File: config.mk
export PLATFORM = sky130hd
export DESIGN_NAME = cv32e40p_bb_monitor_flat
export DESIGN_NICKNAME = d
export VERILOG_FILES = /design/src/rtl/cv32e40p_bb_monitor_if.sv /design/src/rtl/cv32e40p_bb_monitor.sv /design/src/flat_wrapper.sv
export SDC_FILE = /design/constraint.sdc
export NUM_CORES = 1
export LEC_CHECK = 0
export CORE_MARGIN = 2
export CORE_UTILIZATION = 45
export CTS_CLUSTER_DIAMETER = 80
export CTS_CLUSTER_SIZE = 28
export DETAILED_ROUTE_END_ITERATION = 10
export DONT_BUFFER_PORTS = 1
export SLEW_MARGIN = 20
export SYNTH_ARGS = -nofsm -noshare
export SYNTH_HDL_FRONTEND = slang
export SYNTH_SLANG_ARGS = --single-unit
File: constraint.sdc
create_clock -name clk -period 6.31 [get_ports clk]
set_clock_uncertainty 0.1 [all_clocks]
set_input_delay 1.262 -clock clk [delete_from_list [all_inputs] [get_ports clk]]
set_output_delay 1.262 -clock clk [all_outputs]
set_load 0.01 [all_outputs]
File: src/rtl/cv32e40p_bb_monitor_if.sv
// Instruction-in / block-record-out bundle for the basic-block monitor.
interface cv32e40p_bb_monitor_if #(
   parameter int MAX_BB_LEN = 16
);
   localparam int LEN_W = $clog2(MAX_BB_LEN + 2);

   logic             instr_valid_i;
   logic             instr_ready_o;
   logic [31:0]      instr_i;
   logic [31:0]      instr_addr_i;
   logic             rec_valid_o;
   logic             rec_ready_i;
   logic [31:0]      rec_addr_o;
   logic [LEN_W-1:0] rec_len_o;
   logic [31:0]      rec_sig_o;
   logic [1:0]       rec_term_o;

   modport master (
      output instr_valid_i, instr_i, instr_addr_i, rec_ready_i,
      input  instr_ready_o, rec_valid_o, rec_addr_o, rec_len_o,
      input  rec_sig_o, rec_term_o
   );

   modport slave (
      input  instr_valid_i, instr_i, instr_addr_i, rec_ready_i,
      output instr_ready_o, rec_valid_o, rec_addr_o, rec_len_o,
      output rec_sig_o, rec_term_o
   );
endinterface

File: src/rtl/cv32e40p_bb_monitor.sv
// Splits the instruction stream into basic blocks and queues
// {start, length, rotate-XOR signature, terminator} records.
module cv32e40p_bb_monitor #(
   parameter int MAX_BB_LEN = 16,
   parameter int FIFO_DEPTH = 4
) (
   input  logic clk,
   input  logic rst,
   input  logic flush_i,
   cv32e40p_bb_monitor_if.slave bus,
   output logic [$clog2(MAX_BB_LEN+2)-1:0] cur_len_o,
   output logic overflow_o
);
   localparam int LEN_W = $clog2(MAX_BB_LEN + 2);
   localparam int PW    = $clog2(FIFO_DEPTH);
   localparam logic [LEN_W-1:0] LEN_MAX = LEN_W'(MAX_BB_LEN + 1);

   typedef struct packed {
      logic [31:0]      addr;
      logic [LEN_W-1:0] len;
      logic [31:0]      sig;
      logic [1:0]       term;
   } rec_t;

   logic [LEN_W-1:0] len;
   logic [31:0]      sig;
   logic [31:0]      start_addr;
   logic             ovf;
   logic [PW:0]      wptr;
   logic [PW:0]      rptr;
   rec_t             mem [FIFO_DEPTH];

   logic             full;
   logic             empty;
   logic             ready;
   logic             beat;
   logic             push;
   logic             pop;
   logic             is_disc;
   logic             ovf_hit;
   logic [31:0]      d;
   logic [31:0]      sig_n;
   logic [LEN_W-1:0] len_n;
   logic [31:0]      start_n;
   logic [1:0]       term;
   logic [31:0]      in;
   rec_t             rec_in;
   rec_t             head;

   assign in    = bus.instr_i;
   assign empty = (wptr == rptr);
   assign full  = (wptr[PW] != rptr[PW]) &&
                  (wptr[PW-1:0] == rptr[PW-1:0]);
   assign ready = !rst && !full && !flush_i;
   assign bus.instr_ready_o = ready;

   // An all-zero word is a bubble from upstream and is swallowed.
   assign beat = bus.instr_valid_i && ready && (in != 32'h0);

   always_comb begin
      is_disc = 1'b0;
      if (in[1:0] == 2'b01)
         is_disc = (in[15:13] == 3'b001) || (in[15:13] == 3'b101) ||
                   (in[15:13] == 3'b110) || (in[15:13] == 3'b111);
      else if (in[1:0] == 2'b10)
         is_disc = (in[15:13] == 3'b100) && (in[6:2] == 5'd0) &&
                   (in[11:7] != 5'd0);
      else if (in[1:0] == 2'b11)
         is_disc = (in[6:0] == 7'b1100011) || (in[6:0] == 7'b1101111) ||
                   ((in[6:0] == 7'b1100111) && (in[14:12] == 3'b000));
   end

   assign d       = (in[1:0] != 2'b11) ? {16'h0, in[15:0]} : in;
   assign sig_n   = {sig[30:0], sig[31]} ^ d;
   assign len_n   = len + LEN_W'(1);
   assign start_n = (len == '0) ? bus.instr_addr_i : start_addr;
   assign ovf_hit = !is_disc && (len_n == LEN_MAX);
   assign push    = beat && (is_disc || ovf_hit);
   assign pop     = !empty && bus.rec_ready_i;

   always_comb begin
      term = 2'd2;
      if (is_disc)
         term = (in == 32'h0000_006f) ? 2'd1 : 2'd0;
   end

   assign rec_in = '{addr: start_n, len: len_n, sig: sig_n, term: term};

   always_ff @(posedge clk or posedge rst) begin
      if (rst) begin
         len        <= '0;
         sig        <= '0;
         start_addr <= '0;
         ovf        <= 1'b0;
         wptr       <= '0;
         rptr       <= '0;
      end else begin
         if (flush_i) begin
            len <= '0;
            sig <= '0;
         end else if (beat) begin
            start_addr <= start_n;
            if (push) begin
               len <= '0;
               sig <= '0;
            end else begin
               len <= len_n;
               sig <= sig_n;
            end
         end
         if (beat && ovf_hit)
            ovf <= 1'b1;
         if (push)
            wptr <= wptr + (PW+1)'(1);
         if (pop)
            rptr <= rptr + (PW+1)'(1);
      end
   end

   always_ff @(posedge clk) begin
      if (push)
         mem[wptr[PW-1:0]] <= rec_in;
   end

   assign head = mem[rptr[PW-1:0]];

   assign bus.rec_valid_o = !empty;
   assign bus.rec_addr_o  = empty ? '0 : head.addr;
   assign bus.rec_len_o   = empty ? '0 : head.len;
   assign bus.rec_sig_o   = empty ? '0 : head.sig;
   assign bus.rec_term_o  = empty ? '0 : head.term;

   assign cur_len_o  = len;
   assign overflow_o = ovf;
endmodule
File: src/flat_wrapper.sv
// flat-port wrapper written by rule: the top's interface ports become plain ports
module cv32e40p_bb_monitor_flat 
#(
   parameter int MAX_BB_LEN = 16,
   parameter int FIFO_DEPTH = 4
)
  (clk, rst, flush_i, cur_len_o, overflow_o, bus_instr_valid_i, bus_instr_i, bus_instr_addr_i, bus_rec_ready_i, bus_instr_ready_o, bus_rec_valid_o, bus_rec_addr_o, bus_rec_len_o, bus_rec_sig_o, bus_rec_term_o);
  cv32e40p_bb_monitor_if #(.MAX_BB_LEN(MAX_BB_LEN)) bus_i ();
  input  logic clk;
  input  logic rst;
  input  logic flush_i;
  output logic [$clog2(MAX_BB_LEN+2)-1:0] cur_len_o;
  output logic overflow_o;
  input wire logic [$bits(bus_i.instr_valid_i)-1:0] bus_instr_valid_i;
  input wire logic [$bits(bus_i.instr_i)-1:0] bus_instr_i;
  input wire logic [$bits(bus_i.instr_addr_i)-1:0] bus_instr_addr_i;
  input wire logic [$bits(bus_i.rec_ready_i)-1:0] bus_rec_ready_i;
  output wire logic [$bits(bus_i.instr_ready_o)-1:0] bus_instr_ready_o;
  output wire logic [$bits(bus_i.rec_valid_o)-1:0] bus_rec_valid_o;
  output wire logic [$bits(bus_i.rec_addr_o)-1:0] bus_rec_addr_o;
  output wire logic [$bits(bus_i.rec_len_o)-1:0] bus_rec_len_o;
  output wire logic [$bits(bus_i.rec_sig_o)-1:0] bus_rec_sig_o;
  output wire logic [$bits(bus_i.rec_term_o)-1:0] bus_rec_term_o;
  assign bus_i.instr_valid_i = bus_instr_valid_i;
  assign bus_i.instr_i = bus_instr_i;
  assign bus_i.instr_addr_i = bus_instr_addr_i;
  assign bus_i.rec_ready_i = bus_rec_ready_i;
  assign bus_instr_ready_o = bus_i.instr_ready_o;
  assign bus_rec_valid_o = bus_i.rec_valid_o;
  assign bus_rec_addr_o = bus_i.rec_addr_o;
  assign bus_rec_len_o = bus_i.rec_len_o;
  assign bus_rec_sig_o = bus_i.rec_sig_o;
  assign bus_rec_term_o = bus_i.rec_term_o;
  cv32e40p_bb_monitor #(.MAX_BB_LEN(MAX_BB_LEN), .FIFO_DEPTH(FIFO_DEPTH)) u_core (.clk(clk), .rst(rst), .flush_i(flush_i), .bus(bus_i), .cur_len_o(cur_len_o), .overflow_o(overflow_o));
endmodule
==> results by group, run 1 <==
Clock tree
  – CTS tree: done
  – Hold_buf cts: 0
  – H-tree depth: 1
  – Register clock-pin slew on the reported worst setup and hold paths: 0.11 ns
  – CTS Buf Count: 17
  – Post_cts resized: 0
  – Root Driver: clkbuf_16
  – Clock Tree Buf Depth: 3
  – Worst skew pair latency: 0.51 ns
  – Clock Sinks: 360
  – Post CTS Setup Buffer Count: 0

Synthesis
  – Post-synth ARST share: 21.1%
  – Post-synthesis adder-cell area fraction: 0.591%
  – Warnings, synthesis: 0
  – Post-synthesis compound-gate area fraction: 2.85%
  – Mean Syn Cell Area: 19.1 um^2
  – Most numerous cell in the Yosys netlist: edfxtp_1
  – Simple-Gate Fraction of Synth Area: 5.34%
  – Largest family of logic cells by synthesized area: multiplexers
  – Primary FF master, synth: edfxtp_1
  – Synth Area in XOR/XNOR: 2.48%
  – Netlist cell types: 46
  – Register bit count reported by yosys: 360
  – Mapped Nets: 853
  – Post-Syn Area: 14,800 um^2
  – Mux share of post-synthesis cell area: 16.6%
  – Synth Instances: 777
  – Top cells by count, synth: edfxtp_1, dfrtp_1, nor2b_1
  – Area share of the largest cell type after synthesis: 57.5%
  – Register area share after synthesis: 70.3%
  – Post-synth EDFFs: 284
  – Synth area leaders: edfxtp_1, dfrtp_1, mux4_2
  – Yosys top cell by area: edfxtp_1

GRT
  – Vias in the first global route: 7,121
  – Global route hottest layer: met2
  – First-pass GRT wire length: 44.1 mm
  – Met3 Track Usage GR: 3.50%
  – Antenna violations before repair: 2
  – Met1 usage: 22.9%
  – Overflow after GRT: 0
  – Met2 Use GR: 29.1%
  – Largest net degree at the start of global routing: 77
  – All-Layer GR Usage: 17.2%

STA
  – RSZ-0062 raised after global routing: no
  – Final TNS setup: 0 ns
  – Tmin final: 4.43 ns
  – Hold slack: 0.393 ns
  – Final setup fails: 0
  – Fin. max-slew vios: 0
  – Fmax: 226 MHz
  – Tcrit/Tclk final: 70.2%
  – Worst slew pin tran: 1.09 ns
  – Endpoints failing hold: 0
  – Worst slew margin: 26.4%

Placement
  – DPL Wire Length: 19.2 mm
  – GPL Wtd Cong: 0.766
  – Placed Cells: 1,190
  – I/O Buffers: 0

Cells and area
  – Antenna fix cells: 0
  – Final net count: 843
  – Layout cells sized above 1: 22.3%
  – Final std cells w/o fill: 1,219
  – Area growth syn-to-layout: 6.84%

Worst setup path
  – CP max stage delay: 0.81 ns
  – Critical Path RT: 4.95 ns
  – CP max stage cell: dfrtp_4
  – Setup CP Type: reg -> out
  – Peak fanout along the critical path: 44
  – Endpoint type of the worst setup path: output port
  – Worst EP arrival: 3.07 ns
  – Crit-path leading delay family: flip-flops
  – CP Launch Type: flop
  – Critical path buffer and inverter count: 2
  – Critical path, cell by cell: xnor2_1 > nand2_1 > nor2_4 > buf_4 > inv_1

Die
  – Die width: 186 um
  – CORE AREA: 32,500 um^2
  – Num rows: 66
  – Die height: 186 um
  – # IOs: 148
  – Starting Density: 45.6%
  – Die area: 34,400 um^2

Flow run
  – Max-cap violations: 0

Route
  – Initial DRT Pass Iterations: 5
  – Drt via density: 5.58
  – Post-route ant nets: 0
  – Average wire per standard cell: 24.3 um
  – Initial DRC Count: 592
  – Via count of the routed design: 6,807
  – DRC Markers: 0
  – Final WL: 29.7 mm

Power and ir drop
  – Leakage dissipation: 0.00541 uW
  – Sequential share of power: 49.8%
  – Peak supply drop: 0.164 mV
  – Switch share: 30.9%
  – Clock network power share: 20.8%
  – Logic gate share of total power: 29.4%
  – Pwr/cell area: 377 nW/um^2
  – Internal power: 4120 uW
  – NetSw: 1840 uW

Outcome
  – Status: completed

Worst hold path
  – Worst min path class: reg -> reg
## worst reg2reg max path, cell delays in order (launching register included)
cell      delay, ns
dfrtp_4        0.81
xnor2_1        0.20
a311oi_2       0.53
and2_1         0.29
o31a_2         0.46
o21ai_2        0.26
nor2_4         0.77
buf_12         0.36
## power by group through the flow
stage,Clock [uW],Combinational (uW),Sequential (uW)
after floorplan,0,1510,2900
after global placement,0,1770,3020
after detailed placement,0,1810,3030
after CTS,1280,1810,2980
after global routing,1360,1920,3000
final,1240,1750,2970
## cell families (layout without fill, tap and decap cells)
family	Yosys count	after routing
buffers and inverters	52	52
AND/OR/NAND/NOR	131	131
XOR/XNOR	42	42
flip-flops	360	360
multiplexers	138	138
adder cells (fa/ha/maj)	7	7
AO/OA/AOI/OAI	47	47
## state kept, by name, indices dropped and copies added, names as in the netlist
name               cells
u_core.mem           284
u_core.wptr            3
u_core.overflow_o      1
u_core.cur_len_o       5
u_core.rptr            3
u_core.sig            32
u_core.start_addr     32
## per-stage QoR
step | setup slack [ns] | area, um^2 | total power, uW | utilization, %
CTS | 1.72 | 15800 | 6080 | 48.7
global route | 1.53 | 15800 | 6280 | 48.7
finish | 1.88 | 15800 | 5970 | 48.7
detailed placement | 1.79 | 15300 | 4840 | 47.1
global placement | 1.85 | 15300 | 4790 | 47.1
floorplan | 0.400 | 14800 | 4410 | -
## per-layer routing
| layer | vias to the layer above | routed length (um) |
|---|---|---|
| li1 | 2980 | - |
| met1 | 3612 | 12300 |
| met2 | 178 | 15000 |
| met3 | 33 | 1730 |
| met4 | 4 | 568 |
| met5 | - | 27 |
## path summary, 6_finish.rpt
check	start	endpoint	slack (ns)	cells past startpoint
worst max-delay path	u_core.rptr[0]	bus_rec_valid_o	1.88	5
max in group asynchronous	rst	u_core.rptr[0]	4.89	1
min in group asynchronous	rst	u_core.wptr[2]	0.65	1
worst min-delay path	u_core.wptr[2]	u_core.wptr[2]	0.39	1
worst max register to register	u_core.rptr[0]	u_core.mem[0][23]	2.17	7
worst min register to register	u_core.wptr[2]	u_core.wptr[2]	0.39	1
## cell type report
class                      count  area [um^2]
fill                        2640        16700
timing repair buffer          10          113
multi-input combinational    365         4180
clock buffer                  26          469
inverter                      13         53.8
clock inverter                 3         43.8
sequential                   360        10400
tap                          442          553
## layout by cell type, fill, tap and decap left out, types with 2 or more instances in the layout
cell,Yosys,final
or3_1,2,2
mux2_1,13,13
buf_12,0,3
nand3_1,4,4
nand2_1,21,21
inv_1,13,12
clkbuf_16,0,17
nor3_1,3,3
mux2_2,24,24
and2_1,2,2
nor2_1,9,5
mux4_2,71,71
nor2b_1,73,73
nor2_4,1,5
dfrtp_4,0,2
nor4_1,5,4
inv_6,0,2
a22o_1,35,35
xor2_1,19,19
ha_1,7,7
o21ai_0,2,2
dfrtp_1,76,74
clkbuf_1,15,8
xnor2_1,23,23
edfxtp_1,284,284
mux2_4,29,29
nand2b_1,3,3
buf_4,1,7
Note: power is estimated with default switching activity, not from simulation.
==> run 2, diff against run 1 <==
==> constraint.sdc (replaced) <==
create_clock -name clk -period 4.1 [get_ports clk]
set_clock_uncertainty 0.1 [all_clocks]
set_input_delay 0.82 -clock clk [delete_from_list [all_inputs] [get_ports clk]]
set_output_delay 0.82 -clock clk [all_outputs]
set_load 0.01 [all_outputs]
==> run 2 against run 1 <==
Against the previous run: largest power group unchanged; non-clock buffer count up 9; clock power up 48%; via count up 1.2%; global-route usage up 0.32 points; routed wire length up 1.3%.
==> results by group, run 2 (synthesis results as in run 1) <==
Route
  – Final WL: 30.1 mm (+1.3%)
  – Post-route ant nets: 0 (unchanged)
  – Initial DRC Count: 551 (-6.9%)
  – Average wire per standard cell: 24.5 um (+0.67%)
  – DRC Markers: 0 (unchanged)
  – Via count of the routed design: 6,886 (+1.2%)
  – Initial DRT Pass Iterations: 5 (unchanged)
  – Drt via density: 5.61 (+0.50%)

Placement
  – GPL Wtd Cong: 0.737 (-3.9%)
  – DPL Wire Length: 18.5 mm (-3.9%)
  – Post-place setup slack: 0.560 ns (-1.22 ns)
  – I/O Buffers: 0 (unchanged)

STA
  – Min setup slack post-route: 0.586 ns (-1.29 ns)
  – Fmax: 285 MHz
  – Final setup fails: 0 (unchanged)
  – Worst slew pin tran: 1.10 ns (+0.0114 ns)
  – Tcrit/Tclk final: 85.7%
  – Fin. max-slew vios: 0 (unchanged)
  – Hold slack: 0.210 ns (-0.183 ns)
  – RSZ-0062 raised after global routing: no
  – Worst slew margin: 26.3% (-0.085 points)
  – Endpoints failing hold: 0 (unchanged)
  – Tmin final: 3.51 ns

GRT
  – First-pass GRT wire length: 45.0 mm (+2.2%)
  – Largest net degree at the start of global routing: 77 (unchanged)
  – Overflow after GRT: 0 (unchanged)
  – All-Layer GR Usage: 17.5% (+0.32 points)
  – Antenna violations before repair: 2 (unchanged)
  – Vias in the first global route: 7,228 (+1.5%)

Die
  – CORE AREA: 32,500 um^2 (unchanged)
  – # IOs: 148 (unchanged)
  – Die height: 186 um (unchanged)
  – Starting Density: 45.6% (unchanged)
  – Die area: 34,400 um^2 (unchanged)
  – Num rows: 66 (unchanged)
  – Die width: 186 um (unchanged)

Worst setup path
  – CP Launch Type: flop
  – Setup CP Type: reg -> out
  – Endpoint type of the worst setup path: output port
  – Peak fanout along the critical path: 73 (+66%)
  – Worst EP arrival: 2.59 ns (-0.48 ns)
  – Critical Path RT: 3.18 ns (-1.77 ns)

Cells and area
  – Layout cells sized above 1: 22.8% (+0.54 points)
  – Area growth syn-to-layout: 6.91% (about the same)
  – Antenna fix cells: 0 (unchanged)
  – Most frequent cells in the layout: edfxtp_1, dfrtp_1, nor2b_1
  – Final net count: 851 (+0.95%)
  – Commonest non-fill, non-tap cell in the layout: edfxtp_1
  – Max FFs per register: 284 (unchanged)

Clock tree
  – H-tree depth: 1 (unchanged)
  – CTS Buf Count: 16 (-1)
  – Worst skew pair latency: 0.51 ns (about the same)
  – Root Driver: clkbuf_16
  – Hold_buf cts: 0 (unchanged)
  – Clock Sinks: 360 (unchanged)
  – Clock Tree Buf Depth: 3 (unchanged)
  – Post CTS Setup Buffer Count: 0 (unchanged)
  – Post_cts resized: 0 (unchanged)
  – Register clock-pin slew on the reported worst setup and hold paths: 0.11 ns (about the same)
  – CTS tree: done

Flow run
  – Max-cap violations: 0 (unchanged)

Outcome
  – Status: completed

Power and ir drop
  – Pwr/cell area: 580 nW/um^2 (+54%)
  – Leakage dissipation: 0.00543 uW (+0.49%)
  – Peak supply drop: 0.435 mV (+170%)

Worst hold path
  – Worst min path class: in -> async
==> run 2: cell count changes in the layout (fill, tap and decap cells not counted) <==
cell / previous run / this run
buf_12: 3 / 2
clkbuf_1: 8 / 10
clkbuf_8: 1 / 0
buf_4: 7 / 17
clkinv_16: 1 / 0
inv_6: 2 / 1
==> run 2: area by class of cell <==
type / instances / area [um^2]
Clock buffer: 27 / 463
Inverter: 13 / 53.8
Clock inverter: 1 / 5.00
Tap cell: 442 / 553
Multi-Input combinational cell: 365 / 4180
Timing Repair Buffer: 19 / 168
Sequential cell: 360 / 10400
Fill cell: 2659 / 16700
==> run 2: power breakdown <==
part           internal (uW)  switching (uW)  leakage (uW)
sequential              4300             151       0.00356
clock                    787            1060      0.000225
combinational           1260            1650       0.00165
==> run 2: stage by stage <==
step	area, um^2	TNS, ns	util (%)	power [uW]	cells
3_3_place_gp	15400	0	47.3	7430	1199
6_report	15900	0	48.7	9200	1227
5_1_grt	15900	0	48.7	9620	1227
2_1_floorplan	14800	-41.06	-	6790	777
3_5_place_dp	15400	0	47.3	7500	1199
4_1_cts	15900	0	48.7	9320	1227
==> run 2: final timing paths <==
check / start / endpoint / slack (ns) / depth (start not counted)
setup reg to reg: u_core.cur_len_o[1] / u_core.mem[3][26] / 0.79 / 7
hold reg to reg: u_core.start_addr[30] / u_core.start_addr[30] / 0.39 / 1
hold / removal: rst / u_core.cur_len_o[4] / 0.21 / 1
setup / recovery: u_core.rptr[1] / bus_rec_addr_o[31] / 0.59 / 3
min in group clk: bus_rec_ready_i / u_core.rptr[2] / 0.37 / 2
max in group asynchronous: rst / u_core.rptr[0] / 3.12 / 1
==> run 2: worst max-delay path, stage by stage (launching register included) <==
cell and delay, ns:
dfrtp_4 0.42, buf_4 0.84, mux4_2 0.36, nor2b_1 0.44
==> run 2: per-layer routing <==
layer	up-vias	share of wire, %	wire length, um	GRT usage [%]
met5	-	0.083	25	0
met4	4	1.9	574	4.06
met3	38	6.5	1950	3.80
met2	176	51	15300	30.4
met1	3664	40	12200	22.5
li1	3004	-	-	-
